<file path="src/rtl/vga_timing_rx.sv">
// VGA timing receiver: recovers h/v position from sync strobes, checks line and
// frame lengths, locks after consecutive clean frames and captures visible pixels.
module vga_timing_rx #(
  parameter int H_TOTAL     = 800,
  parameter int H_ACT_START = 144,
  parameter int V_TOTAL     = 525,
  parameter int V_ACT_START = 34,
  parameter int LOCK_FRAMES = 2
) (
  input  logic       clk,
  input  logic       i_sclr_n,
  input  logic       i_px_en,
  input  logic       i_vga_hsync,
  input  logic       i_vga_vsync,
  input  logic [3:0] i_vga_red,
  input  logic [3:0] i_vga_green,
  input  logic [3:0] i_vga_blue,
  output logic [9:0] o_hidx,
  output logic [8:0] o_vidx,
  output logic [3:0] o_red,
  output logic [3:0] o_green,
  output logic [3:0] o_blue,
  output logic       o_de,
  output logic       o_frame_start,
  output logic       o_locked,
  output logic       o_err
);

  localparam int GW = (LOCK_FRAMES < 1) ? 1 : $clog2(LOCK_FRAMES + 1);

  localparam logic [9:0]    H_LAST      = 10'(H_TOTAL - 1);
  localparam logic [9:0]    V_LAST      = 10'(V_TOTAL - 1);
  localparam logic [9:0]    H_OFF       = 10'(H_ACT_START);
  localparam logic [9:0]    V_OFF       = 10'(V_ACT_START);
  localparam logic [10:0]   H_ACT_LO    = 11'(H_ACT_START);
  localparam logic [10:0]   H_ACT_HI    = 11'(H_ACT_START + 640);
  localparam logic [10:0]   V_ACT_LO    = 11'(V_ACT_START);
  localparam logic [10:0]   V_ACT_HI    = 11'(V_ACT_START + 480);
  localparam logic [9:0]    CNT_MAX     = 10'd1023;
  localparam logic [9:0]    CNT_NEAR    = 10'd1022;
  localparam logic [GW-1:0] GOOD_ZERO   = GW'(0);
  localparam logic [GW-1:0] GOOD_ONE    = GW'(1);
  localparam logic [GW-1:0] GOOD_TARGET = GW'(LOCK_FRAMES);

  typedef enum logic [1:0] {
    ST_UNLOCK = 2'd0,
    ST_TRAIN  = 2'd1,
    ST_LOCK   = 2'd2
  } lock_state_t;

  lock_state_t   state_r;
  lock_state_t   state_next_s;
  logic [GW-1:0] good_r;
  logic [GW-1:0] good_next_s;
  logic [GW-1:0] good_inc_s;

  logic       hs_prev_r;
  logic       vs_prev_r;
  logic       h_armed_r;
  logic       v_armed_r;
  logic [9:0] hcnt_r;
  logic [9:0] vcnt_r;

  logic       hs_fall_s;
  logic       vs_fall_s;
  logic [9:0] hcnt_next_s;
  logic [9:0] vcnt_next_s;
  logic       h_viol_s;
  logic       v_viol_s;
  logic       viol_s;
  logic       visible_s;
  logic       de_s;
  logic [9:0] hcol_s;
  logic [9:0] vrow_s;
  logic       origin_s;

  // Sync edge detection and next counter values for this strobe.
  always_comb begin
    hs_fall_s = i_px_en & ~i_vga_hsync & hs_prev_r;
    vs_fall_s = hs_fall_s & ~i_vga_vsync & vs_prev_r;

    if (hs_fall_s) begin
      hcnt_next_s = 10'd0;
    end else if (hcnt_r == CNT_MAX) begin
      hcnt_next_s = CNT_MAX;
    end else begin
      hcnt_next_s = hcnt_r + 10'd1;
    end

    if (vs_fall_s) begin
      vcnt_next_s = 10'd0;
    end else if (hs_fall_s && (vcnt_r != CNT_MAX)) begin
      vcnt_next_s = vcnt_r + 10'd1;
    end else begin
      vcnt_next_s = vcnt_r;
    end
  end

  // Timing violations and visible-window decode on the updated position.
  always_comb begin
    h_viol_s = (hs_fall_s & ~h_armed_r & (hcnt_r != H_LAST))
             | (i_px_en & ~hs_fall_s & (hcnt_r == CNT_NEAR));
    v_viol_s = (vs_fall_s & ~v_armed_r & (vcnt_r != V_LAST))
             | (hs_fall_s & ~vs_fall_s & (vcnt_r == CNT_NEAR));
    viol_s   = h_viol_s | v_viol_s;

    visible_s = ({1'b0, hcnt_next_s} >= H_ACT_LO) && ({1'b0, hcnt_next_s} < H_ACT_HI)
             && ({1'b0, vcnt_next_s} >= V_ACT_LO) && ({1'b0, vcnt_next_s} < V_ACT_HI);

    // A violation on a visible strobe suppresses the pixel.
    de_s     = i_px_en & (state_r == ST_LOCK) & ~viol_s & visible_s;
    hcol_s   = hcnt_next_s - H_OFF;
    vrow_s   = vcnt_next_s - V_OFF;
    origin_s = (hcol_s == 10'd0) && (vrow_s[8:0] == 9'd0);
  end

  // Lock FSM next-state and good-frame counting.
  always_comb begin
    state_next_s = state_r;
    good_next_s  = good_r;
    good_inc_s   = good_r + GOOD_ONE;
    case (state_r)
      ST_UNLOCK: begin
        if (vs_fall_s) begin
          state_next_s = ST_TRAIN;
          good_next_s  = GOOD_ZERO;
        end else begin
          state_next_s = ST_UNLOCK;
        end
      end
      ST_TRAIN: begin
        if (viol_s) begin
          good_next_s = GOOD_ZERO;
        end else if (vs_fall_s) begin
          good_next_s = good_inc_s;
          if (good_inc_s == GOOD_TARGET) begin
            state_next_s = ST_LOCK;
          end else begin
            state_next_s = ST_TRAIN;
          end
        end else begin
          good_next_s = good_r;
        end
      end
      ST_LOCK: begin
        if (viol_s) begin
          state_next_s = ST_UNLOCK;
        end else begin
          state_next_s = ST_LOCK;
        end
      end
      default: begin
        state_next_s = ST_UNLOCK;
        good_next_s  = GOOD_ZERO;
      end
    endcase
  end

  // Lock FSM state register.
  always_ff @(posedge clk) begin
    if (!i_sclr_n) begin
      state_r <= ST_UNLOCK;
    end else if (i_px_en) begin
      state_r <= state_next_s;
    end
  end

  // Position counters, sync history and first-edge flags.
  always_ff @(posedge clk) begin
    if (!i_sclr_n) begin
      hs_prev_r <= 1'b1;
      vs_prev_r <= 1'b1;
      h_armed_r <= 1'b1;
      v_armed_r <= 1'b1;
      hcnt_r    <= 10'd0;
      vcnt_r    <= 10'd0;
      good_r    <= GOOD_ZERO;
    end else if (i_px_en) begin
      hs_prev_r <= i_vga_hsync;
      if (hs_fall_s) begin
        vs_prev_r <= i_vga_vsync;
        h_armed_r <= 1'b0;
      end
      if (vs_fall_s) begin
        v_armed_r <= 1'b0;
      end
      hcnt_r <= hcnt_next_s;
      vcnt_r <= vcnt_next_s;
      good_r <= good_next_s;
    end
  end

  // Registered outputs; pulses clear on every non-strobe clk.
  always_ff @(posedge clk) begin
    if (!i_sclr_n) begin
      o_hidx        <= 10'd0;
      o_vidx        <= 9'd0;
      o_red         <= 4'd0;
      o_green       <= 4'd0;
      o_blue        <= 4'd0;
      o_de          <= 1'b0;
      o_frame_start <= 1'b0;
      o_locked      <= 1'b0;
      o_err         <= 1'b0;
    end else begin
      o_de          <= 1'b0;
      o_frame_start <= 1'b0;
      o_err         <= 1'b0;
      if (i_px_en) begin
        o_err    <= viol_s & (state_r != ST_UNLOCK);
        o_locked <= (state_next_s == ST_LOCK);
        if (de_s) begin
          o_de          <= 1'b1;
          o_frame_start <= origin_s;
          o_hidx        <= hcol_s;
          o_vidx        <= vrow_s[8:0];
          o_red         <= i_vga_red;
          o_green       <= i_vga_green;
          o_blue        <= i_vga_blue;
        end
      end
    end
  end

endmodule

</file>
<file path="config.mk">
export PLATFORM = sky130hd
export DESIGN_NAME = vga_timing_rx
export DESIGN_NICKNAME = d
export VERILOG_FILES = /design/src/rtl/vga_timing_rx.sv
export SDC_FILE = /design/constraint.sdc
export NUM_CORES = 1
export LEC_CHECK = 0
export ABC_CLOCK_PERIOD_IN_PS = 3700
export CORE_ASPECT_RATIO = 1.75
export CORE_UTILIZATION = 30
export CTS_BUF_LIST = sky130_fd_sc_hd__clkbuf_16
export CTS_CLUSTER_SIZE = 30
export DETAILED_ROUTE_END_ITERATION = 7
export GPL_ROUTABILITY_DRIVEN = 0
export RECOVER_POWER = 50
export SETUP_SLACK_MARGIN = 0.02
export SYNTH_ARGS = -nofsm -noshare
export SYNTH_HDL_FRONTEND = slang
export SYNTH_SLANG_ARGS = --single-unit
</file>
<file path="constraint.sdc">
create_clock -name clk -period 3.7 [get_ports clk]
set_clock_uncertainty 0.15 [all_clocks]
set_input_delay 0.74 -clock clk [delete_from_list [all_inputs] [get_ports clk]]
set_output_delay 0.74 -clock clk [all_outputs]
set_load 0.01 [all_outputs]
</file>
=== Yosys cells after proc, flatten, opt, wreduce, memory -nomap -nowiden ===
Cells that the tools add are included.

* Bits in registers: 63
* Latch bits: 0
* Memory bits (writable): 0
* Memory bits (read-only): 0
* Bits of input ports: 17
* Output and inout port bits: 35
* Word-level logic and storage cells: 95
* Memories: 0

* Add/sub/neg operators: 5
* Multiply operators: 0
* Div/mod/pow operators: 0
* Order comparisons: 4
* Eq/ne operators: 12
* Shifts and indexed selects: 0
* Mux-type cells: 15
* Bitwise gates (word level): 27
* Reductions and logical operators: 15

{| class="wikitable"
|+ Operators with widths
! cell !! count
|-
| $mux 10 || 4
|-
| $eq 10x10->1 const B || 3
|-
| $ne 10x10->1 const B || 3
|-
| $add 10x1->10 const B || 2
|-
| $lt 10x10->1 const B || 2
|-
| $and 1x1->1 || 16
|-
| $mux 2 || 7
|-
| $pmux 2 s3 || 2
|-
| $ge 10x6->1 const B || 1
|-
| $ge 10x8->1 const B || 1
|-
| $logic_not 10->1 || 1
|-
| $sub 10x8->10 const B || 1
|-
| $logic_not 9->1 || 1
|-
| $sub 9x6->9 const B || 1
|-
| $not 1->1 || 8
|-
| $reduce_and 2->1 || 4
|-
| $eq 2x2->1 const B || 3
|-
| $logic_and 1x1->1 || 5
|-
| $reduce_and 4->1 || 1
|-
| $ne 3x3->1 const B || 1
|-
| $or 1x1->1 || 3
|-
| $reduce_and 3->1 || 1
|-
| $add 2x1->2 const B || 1
|-
| $eq 2x1->1 const B || 1
|-
| other kinds (4) || 5
|}

=== Logic depth before layout (Yosys ltp) ===
* Depth in word-level cells: 14
* Mapped depth: 17

=== Worst setup path before layout ===
Ideal clock, no wire load.

* Path kind: input -> register
* From: input port i_vga_hsync
* To: register o_hidx[6]
* Arrival time: 3.464 ns
* Slack: -0.046 ns
* Cell stages on the path: 14
* Buffers on the path: 4
* Cells stage by stage: and3b_1 > buf_6 > clkbuf_1 > a21o_1 > ha_1 > nand2_1 > o31a_1 > a311o_1 > a2111oi_4 > o31ai_1 > buf_2 > buf_4 > nor3_1 > nor3_1

* Longest elaborated chain between the ends: 14
* Elaborated cells on any way between the ends: 34
* Classes of those cells: add/sub: 1; order compare: 4; mux: 3; bitwise: 21; reduce/logical: 5

{| class="wikitable"
|+ RTL lines
! element !! line !! text
|-
| from (decl) || 13 || <nowiki>input logic i_vga_hsync,</nowiki>
|-
| $not 1->1 * || 79 || <nowiki>hs_fall_s = i_px_en & ~i_vga_hsync & hs_prev_r;</nowiki>
|-
| $and 1x1->1 * (2 in series) || 79 ||
|-
| branches (longest 11 deep; another with $ge 10x6->1) || -- ||
|-
| to (signal assigned) || 215 || <nowiki>o_hidx <= hcol_s;</nowiki>
|-
| to (decl) || 18 || <nowiki>output logic [9:0] o_hidx,</nowiki>
|}

Every way passes the cells marked *.
A chain may end at the register's enable or synchronous reset.

=== Worst setup path after layout ===
* From: register hcnt_r[0]
* To: register o_hidx[0]

* Longest elaborated chain between the ends: 9
* Elaborated cells on any way between the ends: 20
* Classes of those cells: add/sub: 2; order compare: 2; eq/ne: 3; mux: 2; bitwise: 7; reduce/logical: 4

{| class="wikitable"
|+ RTL lines
! element !! line !! text
|-
| from (decl) || 61 || <nowiki>logic [9:0] hcnt_r;</nowiki>
|-
| from (signal assigned) || 187 || <nowiki>hcnt_r <= hcnt_next_s;</nowiki>
|-
| $add 10x1->10 or $eq 10x10->1 (tied branches) || 87, 84 ||
|-
| $mux 10 || 84 || <nowiki>end else if (hcnt_r == CNT_MAX) begin</nowiki>
|-
| $mux 10 || 82 || <nowiki>if (hs_fall_s) begin</nowiki>
|-
| $ge 10x8->1 or $lt 10x10->1 (tied branches) || 107 || <nowiki>visible_s = ({1'b0, hcnt_next_s} >= H_ACT_LO) && ({1'b0, hcnt_next_s} < H_ACT_HI)</nowiki>
|-
| $logic_and 1x1->1 || 107 ||
|-
| $logic_and 1x1->1 (2 in series) || 108 || <nowiki>&& ({1'b0, vcnt_next_s} >= V_ACT_LO) && ({1'b0, vcnt_next_s} < V_ACT_HI);</nowiki>
|-
| $and 1x1->1 || 111 || <nowiki>de_s = i_px_en & (state_r == ST_LOCK) & ~viol_s & visible_s;</nowiki>
|-
| $reduce_and 2->1 (no line) || -- ||
|}

Parallel ways exist; a longest one is shown, timed or not.

==> qor.txt <==
====================================================================================================
Run status ............................................................................ finished with violations
Violations in the final reports .......................................................          DRC
Number of global-route vias before repair .............................................        3,741
Number of buffers on the longest clock path ...........................................            2
Number of maximum-capacitance violations ..............................................            0
Maximum operating frequency ...........................................................      283 MHz
Maximum number of pins on one net before global-route repair ..........................           36
Floorplan die width ...................................................................      84.8 µm
Max VDD drop ..........................................................................     0.220 mV
Filler Cells Inserted .................................................................        1,124
Final clock period utilization by the worst path ......................................        95.4%
Minimum period implied by the final worst setup slack .................................      3.53 ns
Slowest cell on the critical path ..................................................... sky130_fd_sc_hd__a2111oi_4
Cells along the critical path ......................................................... ha_4 -> nand3_4 -> nor2_2 -> nand2_1 -> buf_4 -> a21o_1 -> buf_4 -> ha_1 -> a311o_1 -> a2111oi_4 -> o31a_2 -> buf_12 -> buf_12 -> nand3_1 -> a21oi_2
Fraction of final layout cells sized beyond drive strength 1 ..........................        22.1%
Area used by multi-input combinational logic ..........................................     2190 µm²
Final worst slack .....................................................................     0.172 ns
Count of hold-fix buffers inserted at cts .............................................            0
Router iterations before antenna repair ...............................................            7
Wire per inst .........................................................................      16.4 µm
Final Hold Vio Count ..................................................................            0
Most area-hungry cell type in the Yosys netlist ....................................... sky130_fd_sc_hd__dfxtp_1
Detailed-route DRC error count ........................................................            5
Number of buffer and inverter stages on the critical path .............................            4
Worst hold start ......................................................................    v_armed_r
Std-Cell Core Area ....................................................................   11,600 µm²
Class of the tightest hold or removal check ........................................... register to register
Worst-path maximum fanout .............................................................            7
Unrepaired setup endpoints after global routing .......................................           no
Post-detailed-route count of antenna-violating nets ...................................            0
Chip Height ...........................................................................       147 µm
Post-layout instance area .............................................................     5130 µm²
Area share of the largest cell type after synthesis ...................................        35.0%
Post-synth cell types .................................................................           71
Setup crit end kind ...................................................................     register
Accumulated negative setup slack ......................................................         0 ns
Number of placement rows ..............................................................           52
Count of nets after finishing .........................................................          568
Summed instance area of the synthesized netlist .......................................     3600 µm²
Final WL ..............................................................................      11.2 mm
Source-to-sink clock delay at the later pin of the worst-skew pair ....................      0.33 ns
Post-synth net total ..................................................................          472
Count of flip-flops with a built-in enable after synthesis ............................            0
Mean cell area of the mapped netlist ..................................................     8.07 µm²
Launch point of the worst reg-to-reg path .............................................    hcnt_r[0]
Most common cell after layout, fill and taps aside .................................... sky130_fd_sc_hd__buf_4
GRT Total Usage .......................................................................        18.3%
Startpoint type of the worst setup path ...............................................     register
Number of flip-flops and latches in the synthesized netlist ...........................           63
Iter 0 DRT Violations .................................................................          152
Die area ..............................................................................   12,500 µm²
Layout overhead on the synthesized area ...............................................        42.4%
Worst Path Class, Setup ............................................................... register to register
Total number of H-tree levels .........................................................            3
Endpoint required time on the critical path ...........................................      3.82 ns
Pin slew with the least headroom to its limit .........................................     0.795 ns
Clk root buf .......................................................................... sky130_fd_sc_hd__clkbuf_16
Mapped Cells ..........................................................................          446
Initial Util ..........................................................................        30.9%
Placed inst area ......................................................................     4660 µm²
Final Util ............................................................................        44.0%
Dominant synthesized flop cell ........................................................ sky130_fd_sc_hd__dfxtp_1
Power density normalized to cell area .................................................   319 nW/µm²
Number of top-level design ports ......................................................           52
Total of buffers placed on input and output ports .....................................           51
Num CTS Buffers .......................................................................            9
Grt ovf ...............................................................................            0
Number of antenna violations at the first check in global routing .....................            0
Area taken by flip-flops and latches ..................................................     1270 µm²
Area contributors post-synth .......................................................... sky130_fd_sc_hd__dfxtp_1 35%, sky130_fd_sc_hd__a21oi_1 7.2%, sky130_fd_sc_hd__nand3_1 4.6%
Most frequent cells in the layout ..................................................... 58 x sky130_fd_sc_hd__buf_4, 57 x sky130_fd_sc_hd__dfxtp_1, 47 x sky130_fd_sc_hd__a21oi_1
Pre-CTS setup slack ...................................................................    -0.322 ns
Clock-pin slew reported for the worst setup and hold paths after clock tree synthesis .      0.06 ns
Vias per Instance .....................................................................         5.52
Vias ..................................................................................        3,766
Diodes inserted .......................................................................            0
Signal arrival time at the worst endpoint .............................................      3.65 ns
Crit. Startpoint ......................................................................    hcnt_r[0]
First-pass GRT wire length ............................................................      18.0 mm
Detailed placement HPWL ...............................................................      8.07 mm
Kind of cell with the highest combined delay on the critical path ..................... compound AO/OA/AOI/OAI gates
Slew Limit Fails ......................................................................            0
Number of failing setup endpoints in the final timing report ..........................            0
Final total power .....................................................................      1.63 mW
Max transition margin .................................................................        47.0%
Static leakage power ..................................................................      1.95 nW
Share of async-settable or async-resettable flops after synthesis .....................           0%
Clock tree from TritonCTS .............................................................        built
Clock sink total ......................................................................           63
Yosys warning total ...................................................................            0
Peak per-stage delay on the critical path .............................................      0.49 ns
Fraction of the yosys area taken by sequential cells ..................................        35.0%
====================================================================================================
==> metrics by stage <==
stage,hold WS [ns],instances
CTS,0.299,676
global route,0.319,682
floorplan,0.272,446
global placement,0.280,660
finish,0.295,682
detailed placement,0.292,660
==> layout make-up <==
type,instances,area share [%]
Clock inverter,7,1.41
Inverter,13,0.951
Multi-Input combinational cell,335,42.7
Sequential cell,63,24.7
Clock buffer,9,4.39
Tap cell,135,3.29
Timing Repair Buffer,120,22.5
==> worst min-delay path, stage by stage, from the launching register on <==
cell	delay [ns]
sky130_fd_sc_hd__dfxtp_1	0.31
sky130_fd_sc_hd__nand2_1	0.05
sky130_fd_sc_hd__nand2_1	0.04
==> layer usage <==
layer  up-vias  GRT usage [%]  share of wire (%)
met3        37           2.58                4.3
met1      1762           18.8                 37
met4         0           12.5                5.0
li1       1838              -                  -
met2       129           33.5                 54
met5         -              0                  0
==> power by group <==
group	total [mW]	internal, mW	switching (mW)
clock network	0.838	0.521	0.317
registers	0.690	0.685	0.00528
logic	0.106	0.0469	0.0588
==> sequential cells by signal (all words and copies together) (netlist names) <==
signal and cells:
h_armed_r 1, o_blue 4, o_vidx 9, vcnt_r 10
o_hidx 10, vs_prev_r 1, o_frame_start 1, o_err 1
o_red 4, state_r 2, o_locked 1, o_de 1
v_armed_r 1, good_r 2, hcnt_r 10, hs_prev_r 1
o_green 4
==> synthesized netlist by cell type, drive strengths merged, types with 6 or more instances <==
| library cell | instances |
|---|---|
| o21ai | 33 |
| nand3 | 33 |
| nand4 | 9 |
| clkbuf | 14 |
| inv | 13 |
| and3 | 6 |
| nor3 | 21 |
| nor2 | 31 |
| a21oi | 53 |
| mux2i | 10 |
| nand2 | 32 |
| and2 | 7 |
| ha | 9 |
| nor4 | 6 |
| buf | 21 |
| xnor2 | 10 |
| dfxtp | 63 |
| o31ai | 6 |
==> cell families after synthesis <==
family                   Yosys count  synth area share (%)
XOR/XNOR                          14                  3.40
buffers and inverters             48                  6.74
flip-flops                        63                  35.0
AO/OA/AOI/OAI                    133                  24.0
adder cells (fa/ha/maj)            9                  3.13
AND/OR/NAND/NOR                  169                  24.9
multiplexers                      10                  2.78
==> path summary, 6_finish.rpt <==
path,depth (start not counted),slack [ns],endpoint
worst min-delay path,2,0.30,v_armed_r
worst max register to register,15,0.17,o_hidx[0]
worst min register to register,2,0.30,v_armed_r
worst max-delay path,15,0.17,o_hidx[0]
==> timing repair <==
| action | CTS | global route |
|---|---|---|
| setup buffers | 0 | 3 |
| pin swaps | 1 | 9 |
| gates resized for setup | 0 | 27 |
| endpoints found under the setup margin | 15 | 32 |
| cloned | 0 | 3 |
(Power assumes the default switching activity.)
==> edit 1 (same settings) <==
Set the parameter `LOCK_FRAMES` to 8 (it was 2).
--- a/src/rtl/vga_timing_rx.sv
+++ b/src/rtl/vga_timing_rx.sv
@@ -7,3 +7,3 @@
   parameter int V_ACT_START = 34,
-  parameter int LOCK_FRAMES = 2
+  parameter int LOCK_FRAMES = 8
 ) (
Formal check against the unedited RTL: no difference found for any inputs over 10 cycles, from zero or initial values; that may be too few to reach the edited logic, so the function may still have changed.
==> edit 1 against the unedited design <==
The run still ends with design-rule violations left; critical path type is now in2reg; total power about the same; synthesized area decreased by 1.3%; worst hold slack got worse by 3.8 ps; final cell count decreased by 2.2%; design area decreased by 7.6%; sequential cell count increased by 2; setup slack improved by 130 ps; first-iteration DRC count increased by 20%; wire length decreased by 13%; synthesized cell count increased by 0.67%; largest power group unchanged; global-route usage decreased by 1.9 points; largest cell class unchanged; fmax increased by 4.0%.
==> edit 1: results (changes against the unedited design) <==
routed wire length on met3 416 um (was 478 um); average wire per standard cell 14.57 um (was 16.37 um); TritonCTS Buffers 9 (unchanged); first-pass GRT wire length 15940 um (was 17970 um); met3 Use GR 0.02496 (was 0.02584); Mean Syn Cell Area 7.914 um^2 (was 8.074 um^2); crit path DAT 3420 ps (was 3650 ps); worst-skew pair later-pin latency 330 ps (about the same); CTS Buffer Depth 2 (unchanged); Clk pin slew, worst setup/hold paths 50 ps; dpl ws -18.63 ps (was -321.9 ps); hold_sp v_armed_r (unchanged); DR vias/cell 5.268 (was 5.522); R2R cell count 12 (was 15); Syn. warnings 0 (unchanged); # DRC 14 (was 5); Placed Cells 651 (was 660); Max VDD drop 226.4 uV (was 220.3 uV); Worst path top cell family by delay buffers and inverters (was compound AO/OA/AOI/OAI gates); gr usage total 0.1635 (was 0.1826); critical path's largest stage delay 520 ps (was 490 ps); # diodes 0 (unchanged); failing checks design-rule violations (unchanged); largest net degree at the start of global routing 36 (unchanged); vias after detailed routing 3514 (was 3766); hold slack final 291.6 ps (was 295.3 ps); share of cells above drive strength 1 0.1353 (was 0.2212); run status complete, but fails checks (unchanged); grt met1 use 0.1819 (was 0.1881); sequential fraction of the synthesis area 0.3662 (was 0.3502); # nets final 554 (was 568); R2R Path End o_vidx[2] (was o_hidx[0]); root buf cell clkbuf_16 (unchanged); P_leak 1.895 nW (was 1.951 nW); Post-Syn Nets 476 (was 472); routed length on met1 3989 um (was 4083 um); CP Launch Point i_vga_hsync (was hcnt_r[0]); GRT met2 Usage 0.2861 (was 0.3350); synth cell count leaders dfxtp_1, nand2_1, nand3_1 (was dfxtp_1, a21oi_1, nand3_1); highest routed layer met4 (unchanged); 1st-pass router iterations 6 (was 7); Starting DRT DRC Count 183 (was 152); largest cells by area after synthesis dfxtp_1, nand3_1, nand2_1 (was dfxtp_1, a21oi_1, nand3_1); Post-Synth XOR/XNOR Area 0.03204 (was 0.03405); slew of the pin with the lowest slew margin 1310 ps (was 794.7 ps); DPL Wire Length 7286 um (was 8074 um); initial antenna violation count 0 (unchanged); Slowest-stage cell, CP clkdlybuf4s50_1 (was a2111oi_4); Cell variety after synth 57 (was 71); WL met2 4885 um (was 6044 um); Compound-Gate Fraction of Synth Area 0.1912 (was 0.2397); vias in the first global route 3352 (was 3741); post-synthesis mux area share 0.03134 (was 0.02780); Post-Synth Adder-Cell Area 0.03521 (was 0.03127); Register-to-Register Setup Slack 410 ps (was 170 ps); post-CTS setup buffers 0 (unchanged); crit-path max FO 35 (was 7); Hold Path Sink v_armed_r (unchanged); Filler cells 1172 (was 1124)
==> edit 1: how the worst max path moves through the flow <==
stage | endpoint | slack (ps)
after global routing | o_hidx[6] | 160
after CTS | o_hidx[6] | 330
after floorplan | o_hidx[4] | 230
after global placement | o_hidx[4] | 30
after detailed placement | o_hidx[6] | -20
final | o_vidx[2] | 310
==> edit 1: stage by stage <==
stage	total power, mW	TNS [ps]	area, um^2
floorplan	0.7836	0	3553
global placement	0.8274	0	4453
detailed placement	0.8281	-56.27	4453
CTS	1.658	0	4741
global route	1.704	0	4740
finish	1.635	0	4740
==> edit 1: final cells by class <==
type                    instances  area, um^2  share of cell area
clock buffers                   9       225.2             0.04752
clock inverters                 7       62.56             0.01320
inverters                      14       52.55             0.01109
multi-input cells             341        2062              0.4351
flip-flops and latches         65        1301              0.2746
well taps                     135       168.9             0.03564
repair buffers                 96       867.1              0.1829
==> edit 1: power breakdown <==
group,switching (mW),internal [mW]
logic,0.0569,0.0432
registers,0.00674,0.706
clock network,0.308,0.513
==> edit 2 (same settings) <==
Made on the original files. Re-encode `lock_state_t` (3 states) as one-hot, 3 bits wide.
--- a/src/rtl/vga_timing_rx.sv
+++ b/src/rtl/vga_timing_rx.sv
@@ -44,6 +44,6 @@
 
-  typedef enum logic [1:0] {
-    ST_UNLOCK = 2'd0,
-    ST_TRAIN  = 2'd1,
-    ST_LOCK   = 2'd2
+  typedef enum logic [2:0] {
+    ST_UNLOCK = 3'b001,
+    ST_TRAIN  = 3'b010,
+    ST_LOCK   = 3'b100
   } lock_state_t;
Behaviour: same outputs for any inputs over 10 cycles, from zero or initial values; not proved beyond that.
==> edit 2 against the unedited design <==
Wire length decreased by 8.5%; sequential share of layout area rose by 1.9 points; die area increased by 0.65%; sequential cell count rose by 1; final cell count down 4.4%; total power up 10%; setup slack improved by 130 ps; design area decreased by 6.0%; synthesized area increased by 0.66%; largest cell class unchanged.
==> edit 2: results (changes against the unedited design) <==
DP Area 0.004484 mm^2 (was 0.004659 mm^2); Post-Synth Adder-Cell Area 0.03107 (was 0.03127); Post-Synth XOR/XNOR Area 0.03141 (was 0.03405); Compound-Gate Fraction of Synth Area 0.2037 (was 0.2397); Mapped Cells 442 (was 446); # port buffers 51 (unchanged); sequential fraction of the synthesis area 0.3535 (was 0.3502); DPL Wire Length 7476 um (was 8074 um); GRT met2 Usage 0.2972 (was 0.3350); post-CTS setup buffers 0 (unchanged); Slowest-stage cell, CP clkdlybuf4s50_1 (was a2111oi_4); P_leak 1.986 nW (was 1.951 nW); vias in the first global route 3426 (was 3741); 1st-pass router iterations 4 (was 7); Placed Cells 636 (was 660); Async SR Flop Fraction 0 (unchanged); slew of the pin with the lowest slew margin 925.7 ps (was 794.7 ps); R2R Path End o_vidx[8] (was o_hidx[0]); Detailed Route WL 10210 um (was 11160 um); Filler cells 1142 (was 1124); synth cell count leaders dfxtp_1, nand2_1, nand3_1 (was dfxtp_1, a21oi_1, nand3_1); share of cells above drive strength 1 0.1373 (was 0.2212); largest cells by area after synthesis dfxtp_1, nand3_1, nand2_1 (was dfxtp_1, a21oi_1, nand3_1); Cell variety after synth 70 (was 71); grt met1 use 0.1871 (was 0.1881); gr usage total 0.1704 (was 0.1826); DR vias/cell 5.313 (was 5.522); cell area after layout 0.004820 mm^2 (was 0.005129 mm^2); R2R cell count 13 (was 15); largest net degree at the start of global routing 47 (was 36); first-pass GRT wire length 16700 um (was 17970 um); hold slack final 293.8 ps (was 295.3 ps); crit path DAT 3470 ps (was 3650 ps); dpl ws -62.45 ps (was -321.9 ps); crit-path max FO 6 (was 7); Register-to-Register Setup Slack 310 ps (was 170 ps); hold crit path type reg2reg (unchanged); Post-Syn Nets 468 (was 472); # nets final 538 (was 568); Worst path top cell family by delay compound AO/OA/AOI/OAI gates (unchanged); met3 Use GR 0.03294 (was 0.02584); run status complete, no violations (was complete, but fails checks); Starting DRT DRC Count 186 (was 152); Max VDD drop 206.9 uV (was 220.3 uV); final cell count without fillers 652 (was 682); leading registers by flop count hcnt_r x10, o_hidx x10, vcnt_r x10 (unchanged); post-synthesis mux area share 0.04729 (was 0.02780)
[edit 2: changes by cell type after synthesis, sizes merged, moves of 9 or more]
cell,unedited run,this run
a21oi,53,17
nand2,32,51
nand3,33,46
nor3,21,12
[edit 2: what timing repair did]
item / 4_1_cts / 5_1_grt
hold buffers: 0 / 0
hold endpoints to repair: 0 / 0
gates resized for setup: 0 / 4
endpoints found under the setup margin: 0 / 33
[edit 2: power by group]
part | switching (mW) | internal (mW)
Clock | 0.326 | 0.659
Sequential | 0.00804 | 0.696
Combinational | 0.0620 | 0.0461
Total | 0.396 | 1.40
[edit 2: worst max path at each step]
stage | startpoint | to | slack [ps] | cells past startpoint
after detailed placement | i_vga_hsync | o_hidx[4] | -60 | 12
after floorplan | i_px_en | o_hidx[8] | 410 | 13
after global placement | i_vga_hsync | o_hidx[4] | 40 | 12
after CTS | hcnt_r[0] | o_vidx[8] | 140 | 12
after global routing | vcnt_r[0] | o_frame_start | 60 | 10
final | i_vga_hsync | o_vidx[8] | 310 | 11
[edit 2: layer usage]
layer | vias up | share of wire
li1 | 1755 | -
met1 | 1569 | 0.41
met2 | 113 | 0.50
met3 | 27 | 0.042
met4 | 0 | 0.041
met5 | - | 0
[edit 2: layout make-up]
type	count	area share
multi-input combinational	334	0.4463
clock inverter	7	0.02466
timing repair buffer	89	0.1703
sequential	64	0.2661
tap	135	0.03505
clock buffer	9	0.04673
inverter	14	0.01090
[edit 2: cells by family (layout without fill, tap and decap cells)]
logic type,Yosys count,in the layout
and+or+nand+nor,192,192
muxes,17,17
adders and majority gates,9,9
DFF,64,64
xor gates and xnor gates,13,13
AOI/OAI and AO/OA,103,103
buffers and inverters,44,119
[edit 2: worst min-delay path: cells and delay by family (launching register included)]
family           cells  cell delay [ps]
AND/OR/NAND/NOR      2               90
flip-flops           1              310
